**config.mk**
```make
export PLATFORM = sky130hd
export DESIGN_NAME = snac_md_pad_scanner
export DESIGN_NICKNAME = d
export VERILOG_FILES = /design/src/rtl/md_pad_pkg.sv /design/src/rtl/md_phase_decode.sv /design/src/rtl/snac_md_pad_scanner.sv
export SDC_FILE = /design/constraint.sdc
export NUM_CORES = 1
export LEC_CHECK = 0
export ABC_AREA = 1
export CORE_MARGIN = 2
export CORE_UTILIZATION = 45
export CTS_CLUSTER_SIZE = 16
export DETAILED_ROUTE_END_ITERATION = 6
export GPL_TIMING_DRIVEN = 0
export PLACE_DENSITY = 0.74
export SLEW_MARGIN = 10
export SYNTH_ARGS = -nofsm -noshare
export SYNTH_HDL_FRONTEND = slang
export SYNTH_SLANG_ARGS = --single-unit
```
**constraint.sdc**
```tcl
create_clock -name clk -period 1.8 [get_ports clk]
set_input_delay 0.36 -clock clk [delete_from_list [all_inputs] [get_ports clk]]
set_output_delay 0.36 -clock clk [all_outputs]
set_load 0.01 [all_outputs]
```
**src/rtl/md_pad_pkg.sv**
```systemverilog
// Shared types and constants for the Mega Drive pad scanner: FSM encodings,
// output-word bit positions, pad pin indices and the scan shadow record.
package md_pad_pkg;

  typedef logic [1:0] state_t;

  localparam state_t S_GAP    = 2'd0;
  localparam state_t S_SCAN   = 2'd1;
  localparam state_t S_COMMIT = 2'd2;

  // Bit positions in the published 16-bit button word.
  localparam int unsigned BTN_R     = 0;
  localparam int unsigned BTN_L     = 1;
  localparam int unsigned BTN_D     = 2;
  localparam int unsigned BTN_U     = 3;
  localparam int unsigned BTN_B     = 4;
  localparam int unsigned BTN_C     = 5;
  localparam int unsigned BTN_A     = 6;
  localparam int unsigned BTN_START = 7;
  localparam int unsigned BTN_MODE  = 8;
  localparam int unsigned BTN_X     = 9;
  localparam int unsigned BTN_Y     = 10;
  localparam int unsigned BTN_Z     = 11;

  // Indices into the 6-pin pad bus.
  localparam int unsigned PIN_UP    = 0;
  localparam int unsigned PIN_DOWN  = 1;
  localparam int unsigned PIN_LEFT  = 2;
  localparam int unsigned PIN_RIGHT = 3;
  localparam int unsigned PIN_B     = 4;
  localparam int unsigned PIN_C     = 5;

  typedef struct packed {
    logic [15:0] word;
    logic        present;
    logic        six;
  } shadow_t;

  function automatic int unsigned cnt_width(input int unsigned a, input int unsigned b);
    int unsigned m;
    m = (a > b) ? a : b;
    return (m > 1) ? $clog2(m) : 1;
  endfunction

endpackage

```
**src/rtl/md_phase_decode.sv**
```systemverilog
// Combinational per-phase pin decode: folds one phase's sampled (active-high)
// pins into the scan shadow word, presence flag and 6-button flag.
module md_phase_decode
  import md_pad_pkg::*;
(
  input  logic [2:0] phase_i,
  input  logic [5:0] pins_i,
  input  shadow_t    shadow_i,
  output shadow_t    shadow_o
);

  always_comb begin
    shadow_o = shadow_i;
    case (phase_i)
      3'd0: begin
        shadow_o.word[BTN_U] = pins_i[PIN_UP];
        shadow_o.word[BTN_D] = pins_i[PIN_DOWN];
        shadow_o.word[BTN_L] = pins_i[PIN_LEFT];
        shadow_o.word[BTN_R] = pins_i[PIN_RIGHT];
        shadow_o.word[BTN_B] = pins_i[PIN_B];
        shadow_o.word[BTN_C] = pins_i[PIN_C];
      end
      3'd1: begin
        // A real pad pulls Left and Right low while select is low.
        shadow_o.present          = pins_i[PIN_LEFT] & pins_i[PIN_RIGHT];
        shadow_o.word[BTN_A]      = pins_i[PIN_B];
        shadow_o.word[BTN_START]  = pins_i[PIN_C];
      end
      3'd5: begin
        shadow_o.six = pins_i[PIN_UP] & pins_i[PIN_DOWN] & pins_i[PIN_LEFT] & pins_i[PIN_RIGHT];
      end
      3'd6: begin
        shadow_o.word[BTN_Z]    = shadow_i.six & pins_i[PIN_UP];
        shadow_o.word[BTN_Y]    = shadow_i.six & pins_i[PIN_DOWN];
        shadow_o.word[BTN_X]    = shadow_i.six & pins_i[PIN_LEFT];
        shadow_o.word[BTN_MODE] = shadow_i.six & pins_i[PIN_RIGHT];
      end
      default: ;
    endcase
    shadow_o.word[15:12] = 4'h0;
  end

endmodule

```
**src/rtl/snac_md_pad_scanner.sv**
```systemverilog
// Alternately scans two Mega Drive pads on the shared DB9/SNAC port and
// publishes their button words, committing each pad's word atomically.
module snac_md_pad_scanner
  import md_pad_pkg::*;
#(
  parameter int unsigned STEP_CYCLES = 240,
  parameter int unsigned GAP_CYCLES  = 48000
) (
  input  logic        clk,
  input  logic        reset,
  input  logic [5:0]  joy_in,
  output logic        joy_mdsel,
  output logic        joy_split,
  output logic [15:0] joystick1,
  output logic [15:0] joystick2,
  output logic [1:0]  pad_present,
  output logic [1:0]  pad_six
);

  localparam int unsigned CntW = cnt_width(GAP_CYCLES, STEP_CYCLES);
  localparam logic [CntW-1:0] GapLast  = CntW'(GAP_CYCLES - 1);
  localparam logic [CntW-1:0] StepLast = CntW'(STEP_CYCLES - 1);

  state_t          state_q, state_d;
  logic [CntW-1:0] cnt_q, cnt_d;
  logic [2:0]      phase_q, phase_d;
  logic            pad_q, pad_d;
  logic            mdsel_q, mdsel_d;
  logic [5:0]      sync1_q, sync2_q;
  shadow_t         shadow_q, shadow_d, shadow_dec;
  logic [15:0]     joy1_q, joy1_d, joy2_q, joy2_d;
  logic [1:0]      present_q, present_d, six_q, six_d;
  logic [15:0]     commit_word;
  logic            commit_six;

  md_phase_decode u_decode (
    .phase_i  (phase_q),
    .pins_i   (~sync2_q),
    .shadow_i (shadow_q),
    .shadow_o (shadow_dec)
  );

  assign commit_word = shadow_q.present ? shadow_q.word : 16'h0000;
  assign commit_six  = shadow_q.present & shadow_q.six;

  always_comb begin
    state_d   = state_q;
    cnt_d     = cnt_q + CntW'(1);
    phase_d   = phase_q;
    pad_d     = pad_q;
    shadow_d  = shadow_q;
    joy1_d    = joy1_q;
    joy2_d    = joy2_q;
    present_d = present_q;
    six_d     = six_q;
    case (state_q)
      S_GAP: begin
        shadow_d = '0;
        if (cnt_q == GapLast) begin
          state_d = S_SCAN;
          cnt_d   = '0;
          phase_d = 3'd0;
        end
      end
      S_SCAN: begin
        if (cnt_q == StepLast) begin
          cnt_d    = '0;
          shadow_d = shadow_dec;
          if (phase_q == 3'd7) begin
            state_d = S_COMMIT;
          end else begin
            phase_d = phase_q + 3'd1;
          end
        end
      end
      S_COMMIT: begin
        state_d = S_GAP;
        cnt_d   = '0;
        pad_d   = ~pad_q;
        if (pad_q) begin
          joy2_d       = commit_word;
          present_d[1] = shadow_q.present;
          six_d[1]     = commit_six;
        end else begin
          joy1_d       = commit_word;
          present_d[0] = shadow_q.present;
          six_d[0]     = commit_six;
        end
      end
      default: begin
        state_d = S_GAP;
        cnt_d   = '0;
      end
    endcase
    // Select follows the next state so the pin sees it in the same cycle as the FSM.
    mdsel_d = (state_d == S_SCAN) ? ~phase_d[0] : 1'b1;
  end

  always_ff @(posedge clk) begin
    if (reset) begin
      state_q   <= S_GAP;
      cnt_q     <= '0;
      phase_q   <= 3'd0;
      pad_q     <= 1'b0;
      mdsel_q   <= 1'b1;
      sync1_q   <= 6'h3F;
      sync2_q   <= 6'h3F;
      shadow_q  <= '0;
      joy1_q    <= 16'h0000;
      joy2_q    <= 16'h0000;
      present_q <= 2'b00;
      six_q     <= 2'b00;
    end else begin
      state_q   <= state_d;
      cnt_q     <= cnt_d;
      phase_q   <= phase_d;
      pad_q     <= pad_d;
      mdsel_q   <= mdsel_d;
      sync1_q   <= joy_in;
      sync2_q   <= sync1_q;
      shadow_q  <= shadow_d;
      joy1_q    <= joy1_d;
      joy2_q    <= joy2_d;
      present_q <= present_d;
      six_q     <= six_d;
    end
  end

  assign joy_mdsel   = mdsel_q;
  assign joy_split   = pad_q;
  assign joystick1   = joy1_q;
  assign joystick2   = joy2_q;
  assign pad_present = present_q;
  assign pad_six     = six_q;

endmodule

```
; Word level (Yosys, flattened, before mapping)
; Cells that the tools add are included.
[classes]
reduce_logical = 12
addsub = 2
eq_ne = 16
bitwise = 13
n_mux = 19
[op_table]
columns = cell, n
row1 = 2-to-1 mux 16 bit, 3
row2 = one-hot mux 18 bit (2 select lines), 1
row3 = one-hot mux 16 bit (2 select lines), 1
row4 = 2-to-1 mux 18 bit, 1
row5 = adder 16 x 1 -> 16 bit (second input constant), 1
row6 = == test 16 bit (second input constant), 1
row7 = == test 16 x 8 -> 1 bit (second input constant), 1
row8 = AND reduction 3 bit, 4
row9 = bitwise AND 1 bit, 9
row10 = == test 3 bit (second input constant), 3
row11 = 2-to-1 mux 3 bit, 3
row12 = 2-to-1 mux 2 bit, 4
row13 = inequality test 2 x 1 -> 1 bit (second input constant), 4
row14 = 2-to-1 mux 6 bit, 1
row15 = inequality test 2 bit (second input constant), 3
row16 = NOT 6 bit, 1
row17 = one-hot mux 3 bit (2 select lines), 1
row18 = AND reduction 2 bit, 3
row19 = == test 2 x 1 -> 1 bit (second input constant), 2
row20 = 2-to-1 mux 4 bit, 1
row21 = one-hot mux 2 bit (2 select lines), 1
row22 = AND reduction 4 bit, 1
row23 = adder 3 x 1 -> 3 bit (second input constant), 1
row24 = == test 3 x 1 -> 1 bit (second input constant), 1
row25 = 7 further kinds, 10
[totals]
output_inout_bits = 38
word_cells = 82
regBits = 89
in_bits = 8

; Logic depth before layout (Yosys ltp)
; Gate-level depths: netlist (run 1).
[depth]
depth_word = 7
mapped_depth = 10

; Cells and area by module
; A second synthesis (run 1) with hierarchy kept.
[unflattened]
cells_unflattened = 544
area_unflattened_um2 = 3960.0
[by_module_without_submodules]
columns = module, area_per_inst_um2, n_inst, cells_each
row1 = snac_md_pad_scanner, 3684.8, 1, 483
row2 = md_phase_decode, 275.3, 1, 61

; Worst setup path before layout (run 1)
; No wires, ideal clock.
[synth_timing]
path_type = flip-flop to flip-flop
startpoint = register cnt_q[0]
endpoint = register cnt_q[12]
required_time_ns = 1.684
arrival_time_ns = 1.316
path_buffers = 1
slack_ns = 0.368
path_stages_with_launch = 10
setup_ns = 0.116
cell_sequence = dfxtp_1 > ha_1 > nand3_4 > nor2_1 > nand2_1 > nand2_2 > nand2_2 > nand2_4 > buf_6 > nor2_1
[synth_via]
elab_chain_len = 3
elab_cells_between_ends = 6
classes_between = 1 x add/sub / 2 x eq/ne / 3 x mux
[synth_lines]
columns = item, line_no
row1 = start: declaration, snac_md_pad_scanner.sv:25  ; logic [CntW-1:0] cnt_q, cnt_d;
row2 = start signal: assignment, snac_md_pad_scanner.sv:115  ; cnt_q <= cnt_d;
row3 = "adder 16 x 1 -> 16 bit, or another cell as far along", snac_md_pad_scanner.sv:48  ; cnt_d = cnt_q + CntW'(1);
row4 = 2-to-1 mux 16 bit (on tied branches), "snac_md_pad_scanner.sv:66, snac_md_pad_scanner.sv:59"
row5 = one-hot mux 16 bit (2 select lines) (*), snac_md_pad_scanner.sv:56  ; case (state_q)
; Every way passes the cells marked *; elsewhere a longest branch is shown, timed or not.
; A chain may end at the register's enable or synchronous reset.

; Worst setup path in the final report (run 1)
[layout_timing]
startpoint = register pad_q (netlist: joy_split)
endpoint = output port joy_split
[layout_rtl]
columns = item, line_no
row1 = start: declaration, snac_md_pad_scanner.sv:27  ; logic pad_q, pad_d;
row2 = start signal: assignment, snac_md_pad_scanner.sv:117  ; pad_q <= pad_d;
row3 = end: declaration, snac_md_pad_scanner.sv:13  ; output logic joy_split,
; No word-level cell between the ends.

==> results.txt, run 1 <==
#FFs+latches synth - 77
PostCTS Resize Cnt - 0
Largest net degree at the start of global routing - 15
CP top delay family - buffers and inverters
CTS Root Cell - clkbuf_8
Inserted Diodes - 0
Stages on the worst setup path - 1
Drt total wl - 7233 µm
Dpl cells - 574
Crit-path slowest cell - clkdlybuf4s50_1
Core area - 0.007253 mm²
IO Pins - 46
Place WS - 0.1648 ns
Cells after Synth - 432
Final setup vio count - 0
DP HPWL - 5462 µm
Sequential cell area fraction in the yosys report - 45.63%
First DRT Iteration DRCs - 189
Via Count - 2946
Netlist cell types - 39
Final Slew Violations - 0
Clock skew - 0.01126 ns
Placed Area - 0.003889 mm²
# H-tree levels - 3
WL per Instance - 12.26 µm
Area grow syn2layout - 21.15%
Grt ovf - 0
Non-Filler Instances - 590
M1 GR Usage - 23.79%
Worst Min Path Start - reset
Row cnt - 31
Hold WC Path Type - in -> reg
Hold EP - sync2_q[1]$_SDFF_PP1_
Final min period - 1.665 ns
Static leakage - 1.560 nW
Initial antenna violation count - 0
Min-Delay Path Depth - 2
Reg-to-Reg End - cnt_q[2]$_SDFF_PP0_
Vias in the first global route - 2691
Longest Clk Path Bufs - 2
Most frequent cells in the layout - 77 x dfxtp_1, 65 x nand2_1, 62 x nor2_1
Die W - 90.65 µm
Core Util, Final - 56.43%
CP Max Fanout - 4
Via density - 4.993
First-pass GRT wire length - 12300 µm
DR DRC count - 0
Nets - 500
Peak VDD IR - 0.5663 mV
Routing usage on met3 - 4.424%
Flop-to-flop setup slack - 0.19 ns
Worst Slack Setup Final - 0.1345 ns
Detailed Routing Iterations Pass 1 - 5
CP peak stage delay - 0.56 ns
Worst skew pair latency - 0.35 ns
Worst setup EP type - primary output
GRT Util Overall - 18.54%
Post-Syn Area - 0.003378 mm²
Ratio of cells with drive above 1 in the final layout - 14.26%
Type of the worst setup path - reg -> out
Busiest grt layer - met2
Worst hold slack - 0.2509 ns
Cts bufs inserted - 9
Power Density - 763.7 mW/mm²
CTS Sinks - 77
IO Port Bufs - 36
Die H - 90.65 µm
CTS tree - built
Initial core utilization - 46.58%
Fmax - 0.6004 GHz
CP Cell Sequence - clkdlybuf4s50_1
Setup TNS - 0 ns
Required @ worst endpoint - 1.44 ns
Status - finished clean
YS warnings - 0
Crit share post-route - 92.53%
Post-DRT Antenna Nets - 0
Syn Area/Cell - 7.820 µm²
CP bufs+invs - 1
Critical R2R Launch - cnt_q[0]$_SDFF_PP0_
Final instance area - 0.004093 mm²
Critical Path AT - 1.31 ns
Path depth of the worst reg2reg path - 9
Met2 Usage GRT - 30.16%
Startpoint types - flop
Register clock-pin slew on the reported worst setup and hold paths - 0.09 ns
RSZ-0062 raised after global routing - false
Fill cell count - 697
Final Hold Fails - 0
Post-CTS setup buffer count - 0
Placer congestion estimate - 0.8770
Die Area - 0.008217 mm²
Hold_buf cts - 0
Most common cell after layout, fill and taps aside - dfxtp_1
# Max-Cap Violations - 0
Total power - 3.126 mW
## routing by layer
layer / routed length (µm) / part of all wire [%]
met1: 3407 / 47
met2: 3359 / 46
met3: 371 / 5.1
met4: 95 / 1.3
met5: 0 / 0
## area by class of cell
| type | instances | area [µm²] | area share, % |
|---|---|---|---|
| Clock inverter | 6 | 71.32 | 1.743 |
| Multi-Input combinational cell | 301 | 1545 | 37.76 |
| Timing Repair Buffer | 36 | 360.3 | 8.805 |
| Inverter | 37 | 146.4 | 3.577 |
| Clock buffer | 10 | 127.6 | 3.118 |
| Sequential cell | 77 | 1541 | 37.66 |
| Buffer | 24 | 176.4 | 4.311 |
| Tap cell | 99 | 123.9 | 3.027 |
## cell usage after synthesis (all sizes together)
master       number  area (µm²)
nand3            31       190.2
a21oi            39       195.2
xnor2             1       8.760
o211ai            1       7.510
dfxtp            77        1541
clkinv            1       8.760
a211oi            1       7.510
a21boi            1       7.510
buf              15       116.4
xor2              5       43.79
clkbuf            8       51.30
dlygate4sd1       1       8.760
inv              36       137.6
and2              1       8.760
conb              1       3.750
a22oi             4       30.03
nand4             5       31.28
nor2             71       307.8
or2              12       75.07
nand2            72       297.8
nor3             13       70.07
o21a              1       7.510
o21ai            28       140.1
ha                6       75.07
a31oi             1       6.260
## worst max-delay path by stage
stage,start,endpoint,slack [ns]
after floorplan,cnt_q[0]$_SDFF_PP0_,cnt_q[12]$_SDFF_PP0_,0.37
after global placement,phase_q[0]$_SDFF_PP0_,shadow_q[7]$_SDFFE_PP0P_,0.18
after detailed placement,cnt_q[0]$_SDFF_PP0_,cnt_q[13]$_SDFF_PP0_,0.16
after CTS,joy_split$_SDFFE_PP0N_,joy_split,0.11
after global routing,cnt_q[0]$_SDFF_PP0_,shadow_q[1]$_SDFFE_PP0P_,0.03
final,joy_split$_SDFFE_PP0N_,joy_split,0.13
## cells by family (layout without fill, tap and decap cells)
family          after synthesis  count (layout)  share of synthesized area, %
fa+ha+maj                     6               6                         2.222
other cells                   1               8                        0.1110
xor+xnor                      6               6                         1.556
buf+inv                      61             113                         9.555
compound gates               76              76                         11.89
flops                        77              77                         45.63
simple gates                205             205                         29.04
## state kept, by name, summed over array words and instances, names as in the netlist
register / cells
cnt_q: 16
shadow_q: 14
joystick1: 12
joystick2: 12
sync1_q: 6
sync2_q: 6
phase_q: 3
pad_present: 2
pad_six: 2
state_q: 2
joy_mdsel: 1
joy_split: 1
## power breakdown
| group | internal, mW | switching [mW] | total (mW) |
|---|---|---|---|
| Clock | 0.650 | 0.647 | 1.30 |
| Combinational | 0.0489 | 0.0510 | 0.100 |
| Sequential | 1.72 | 0.00837 | 1.73 |
| Total | 2.42 | 0.706 | 3.13 |
(Power assumes the default switching activity.)
==> run 2, diff against run 1 <==
Settings changed: CORE_UTILIZATION 45 to 30, GPL_TIMING_DRIVEN 0 to default, PLACE_DENSITY 0.74 to 0.55.
Clock period 1.8 ns to 2.1 ns, I/O delays scaled along.
==> results.txt, run 2 (same netlist as run 1, synthesis figures left out) <==
Longest Clk Path Bufs - 2
Startpoint types - flop
Drt total wl - 7319 µm
Final Slew Violations - 0
Area grow syn2layout - 22.41%
CP top delay family - buffers and inverters
Grt ovf - 0
Fill cell count - 1138
First DRT Iteration DRCs - 110
Clock skew - 0.01041 ns
Final Hold Fails - 0
Initial core utilization - 30.89%
Type of the worst setup path - reg -> out
Highest routed layer - met4
Via density - 4.592
Worst skew pair latency - 0.34 ns
Core area - 0.01094 mm²
Vias in the first global route - 2595
CP Cell Sequence - clkdlybuf4s50_1
Required @ worst endpoint - 1.68 ns
Die W - 110.1 µm
Path depth of the worst reg2reg path - 7
Reg with most FFs - cnt_q
DP HPWL - 5377 µm
First-pass GRT wire length - 12260 µm
Power Density - 736.3 mW/mm²
Largest register FFs - 16
Static leakage - 1.540 nW
Wire length on met3 - 307 µm
FF/Latch Area - 0.001541 mm²
Metal2 WL - 3355 µm
IO Port Bufs - 37
Row cnt - 38
Most common cell after layout, fill and taps aside - dfxtp_1
Post-Route M1 WL - 3549 µm
Biggest regs - cnt_q x16, shadow_q x14
Min-Delay Path Depth - 1
# H-tree levels - 3
Placed Area - 0.003839 mm²
Fmax - 0.5851 GHz
Status - finished clean
WL per Instance - 11.90 µm
Inserted Diodes - 0
Crit-path slowest cell - clkdlybuf4s50_1
Nets - 484
Die H - 110.1 µm
Placer congestion estimate - 0.8486
Initial antenna violation count - 0
PostCTS Resize Cnt - 0
DR DRC count - 0
CTS Sinks - 77
Hold_buf cts - 0
Critical Path AT - 1.29 ns
Die Area - 0.01213 mm²
CP Max Fanout - 4
Setup TNS - 0 ns
Crit share post-route - 81.39%
# Max-Cap Violations - 0
Final setup vio count - 0
Hold WC Path Type - reg -> reg
Multi-input gate area - 0.001540 mm²
Via Count - 2824
Cts bufs inserted - 9
Flop-to-flop setup slack - 0.49 ns
RSZ-0062 raised after global routing - false
CP peak stage delay - 0.56 ns
CTS Root Cell - clkbuf_16
Final instance area - 0.004135 mm²
IO Pins - 46
Post-DRT Antenna Nets - 0
Post-CTS setup buffer count - 0
Stages on the worst setup path - 1
GRT Util Overall - 13.06%
Largest net degree at the start of global routing - 28
Ratio of cells with drive above 1 in the final layout - 12.21%
Total power - 3.045 mW
Register clock-pin slew on the reported worst setup and hold paths - 0.06 ns
CP bufs+invs - 1
Most frequent cells in the layout - 77 x dfxtp_1, 65 x nand2_1, 64 x nor2_1
CTS tree - built
Final min period - 1.709 ns
Detailed Routing Iterations Pass 1 - 5
Worst setup EP type - primary output
Peak VDD IR - 0.3970 mV
==> run 2: cell count changes in the layout (fill, tap and decap cells not counted), moves of 2 or more <==
cell       before  now
nor2_2          6    4
clkbuf_16       0    9
nor2_1         62   64
clkbuf_8       11    3
buf_4           9    6
clkbuf_1        6    0
buf_2           3    0
buf_6           3    0
==> run 2: per-stage QoR <==
stage,instances,setup WS (ns),utilization (%),hold slack (ns)
3_3_place_gp,599,0.4076,35.10,0.3953
2_1_floorplan,439,0.6681,-,0.3895
5_1_grt,615,0.3359,37.81,0.4220
6_report,615,0.3908,37.81,0.4033
3_5_place_dp,599,0.3213,35.10,0.3961
4_1_cts,615,0.3645,37.81,0.4089
==> run 2: final timing paths <==
path	end	from
setup / recovery	joy_split	joy_split$_SDFFE_PP0N_
setup reg to reg	joystick2[6]$_SDFFE_PP0P_	state_q[1]$_SDFF_PP0_
hold reg to reg	sync2_q[5]$_SDFF_PP1_	sync1_q[5]$_SDFF_PP1_
hold / removal	sync2_q[5]$_SDFF_PP1_	sync1_q[5]$_SDFF_PP1_
==> run 2: layout make-up <==
type                            instances  area share [%]
Tap cell                              140           4.236
Sequential cell                        77           37.28
Inverter                               37           3.540
Multi-Input combinational cell        301           37.25
Timing Repair Buffer                   44           10.53
Clock buffer                           12           6.445
Clock inverter                          4          0.7262
==> run 2: per-layer routing <==
layer	vias to the layer above	GRT usage, %
li1	1470	-
met1	1285	17.62
met2	60	19.89
met3	9	3.410
met4	0	5.089
met5	-	0
==> run 2: power by group <==
part           total (mW)  internal, mW  switching [mW]
clock                1.49         0.900           0.593
combinational      0.0688        0.0308          0.0380
sequential           1.48          1.48         0.00679
total                3.04          2.41           0.637
==> run 3, diff against run 2 <==
Settings changed: PLACE_DENSITY 0.55 to 0.57.
Clock period 2.1 ns to 1.48 ns, I/O delays scaled along.
==> results.txt, run 3 (same netlist as run 1, synthesis figures left out) <==
Peak VDD IR - 0.6930 mV
Final Hold Fails - 0
Switching Fraction - 22.29%
Core area - 0.01094 mm²
Biggest regs - cnt_q x16, shadow_q x14
First-pass GRT wire length - 13080 µm
First DRT Iteration DRCs - 131
DR DRC count - 0
Ratio of cells with drive above 1 in the final layout - 21.02%
Die H - 110.1 µm
DP HPWL - 5637 µm
Place WS - -0.001668 ns
Largest register FFs - 16
Final setup vio count - 0
Total power - 4.492 mW
Fmax - 0.7048 GHz
Int Pwr - 3.490 mW
Nets - 499
IO Pins - 46
Die W - 110.1 µm
Seq pwr share - 46.9%
Combinational fraction of design power - 2.7%
Longest Clk Path Bufs - 2
Cts bufs inserted - 9
Most frequent cells in the layout - 67 x dfxtp_1, 62 x nand2_1, 58 x nor2_1
CTS Root Cell - clkbuf_16
Final Slew Violations - 0
Largest net degree at the start of global routing - 34
Die Area - 0.01213 mm²
Startpoint types - flop
Fill cell count - 1137
Initial antenna violation count - 0
Via Count - 2872
Critical Path AT - 1.64 ns
IO Port Bufs - 37
Detailed Routing Iterations Pass 1 - 5
Via density - 4.559
Flop-to-flop setup slack - 0.06 ns
Initial core utilization - 30.89%
Grt ovf - 0
Clock power share - 50.4%
Most common cell after layout, fill and taps aside - dfxtp_1
Register clock-pin slew on the reported worst setup and hold paths - 0.06 ns
Static leakage - 1.812 nW
Area grow syn2layout - 29.56%
Status - finished clean
Net Sw Power - 1.001 mW
GRT Util Overall - 13.71%
Worst skew pair latency - 0.33 ns
Final min period - 1.419 ns
CTS tree - built
Post-DRT Antenna Nets - 0
Reg with most FFs - cnt_q
Drt total wl - 7719 µm
Crit share post-route - 95.86%
Hold_buf cts - 0
# H-tree levels - 3
Vias in the first global route - 2802
CP Max Fanout - 6
Hold WC Path Type - reg -> reg
RSZ-0062 raised after global routing - true
Type of the worst setup path - reg -> reg
Worst hold slack - 0.4100 ns
Clock skew - 0.01019 ns
Worst setup EP type - flop
WL per Instance - 12.25 µm
Power Density - 1026 mW/mm²
# Max-Cap Violations - 0
Row cnt - 38
Placer congestion estimate - 0.8285
Required @ worst endpoint - 1.70 ns
Inserted Diodes - 0
Worst Slack Setup Final - 0.06121 ns
CTS Sinks - 77
run 3: final cells by class:
| type | instances | area (µm²) | area share, % |
|---|---|---|---|
| inverters | 37 | 146.4 | 3.345 |
| well taps | 140 | 175.2 | 4.002 |
| clock inverters | 7 | 81.33 | 1.858 |
| repair buffers | 59 | 548.0 | 12.52 |
| multi-input cells | 301 | 1642 | 37.51 |
| clock buffers | 9 | 225.2 | 5.146 |
| flip-flops and latches | 77 | 1559 | 35.62 |
run 3: worst paths after layout:
kind / from / cells after the start / to
setup reg to reg: cnt_q[1]$_SDFF_PP0_ / 8 / phase_q[0]$_SDFF_PP0_
setup / recovery: cnt_q[1]$_SDFF_PP0_ / 8 / phase_q[0]$_SDFF_PP0_
hold / removal: sync1_q[1]$_SDFF_PP1_ / 1 / sync2_q[1]$_SDFF_PP1_
hold reg to reg: sync1_q[1]$_SDFF_PP1_ / 1 / sync2_q[1]$_SDFF_PP1_
run 3: metrics by stage:
stage / TNS, ns / utilization (%) / cells / instance area, µm²
after floorplan: 0 / - / 439 / 3405
after global placement: 0 / 36.27 / 611 / 3966
after detailed placement: -0.002264 / 36.27 / 611 / 3966
after CTS: 0 / 38.89 / 627 / 4253
after global routing: -0.4381 / 40.02 / 630 / 4377
final: 0 / 40.02 / 630 / 4377
run 3: critical path, stage by stage, from the launching register on:
cell	delay (ns)
dfxtp_4	0.36
ha_4	0.15
nand3_4	0.16
nor2_1	0.15
nand2_1	0.07
nand2_2	0.10
nand2_2	0.12
o21ai_0	0.16
nor2_1	0.05
run 3: metal layers:
metal / wire, µm / part of all wire, % / global-route usage (%)
met2: 3711 / 48 / 23.14
met3: 210 / 2.7 / 2.410
met5: 0 / 0 / 0
met1: 3722 / 48 / 17.48
met4: 74 / 0.96 / 5.089
run 3: power by group through the flow:
stage / registers, mW / logic, mW / clock network, mW
floorplan: 2.15 / 0.0866 / 0
global placement: 2.15 / 0.110 / 0
detailed placement: 2.15 / 0.112 / 0
CTS: 2.10 / 0.115 / 2.31
global route: 2.11 / 0.137 / 2.40
finish: 2.11 / 0.121 / 2.26
run 3: timing repair:
item	CTS	global route
endpoints found under the setup margin	40	33
pin swaps	2	8
gates cloned	0	0
buffers inserted	0	3
gates resized for setup	34	36
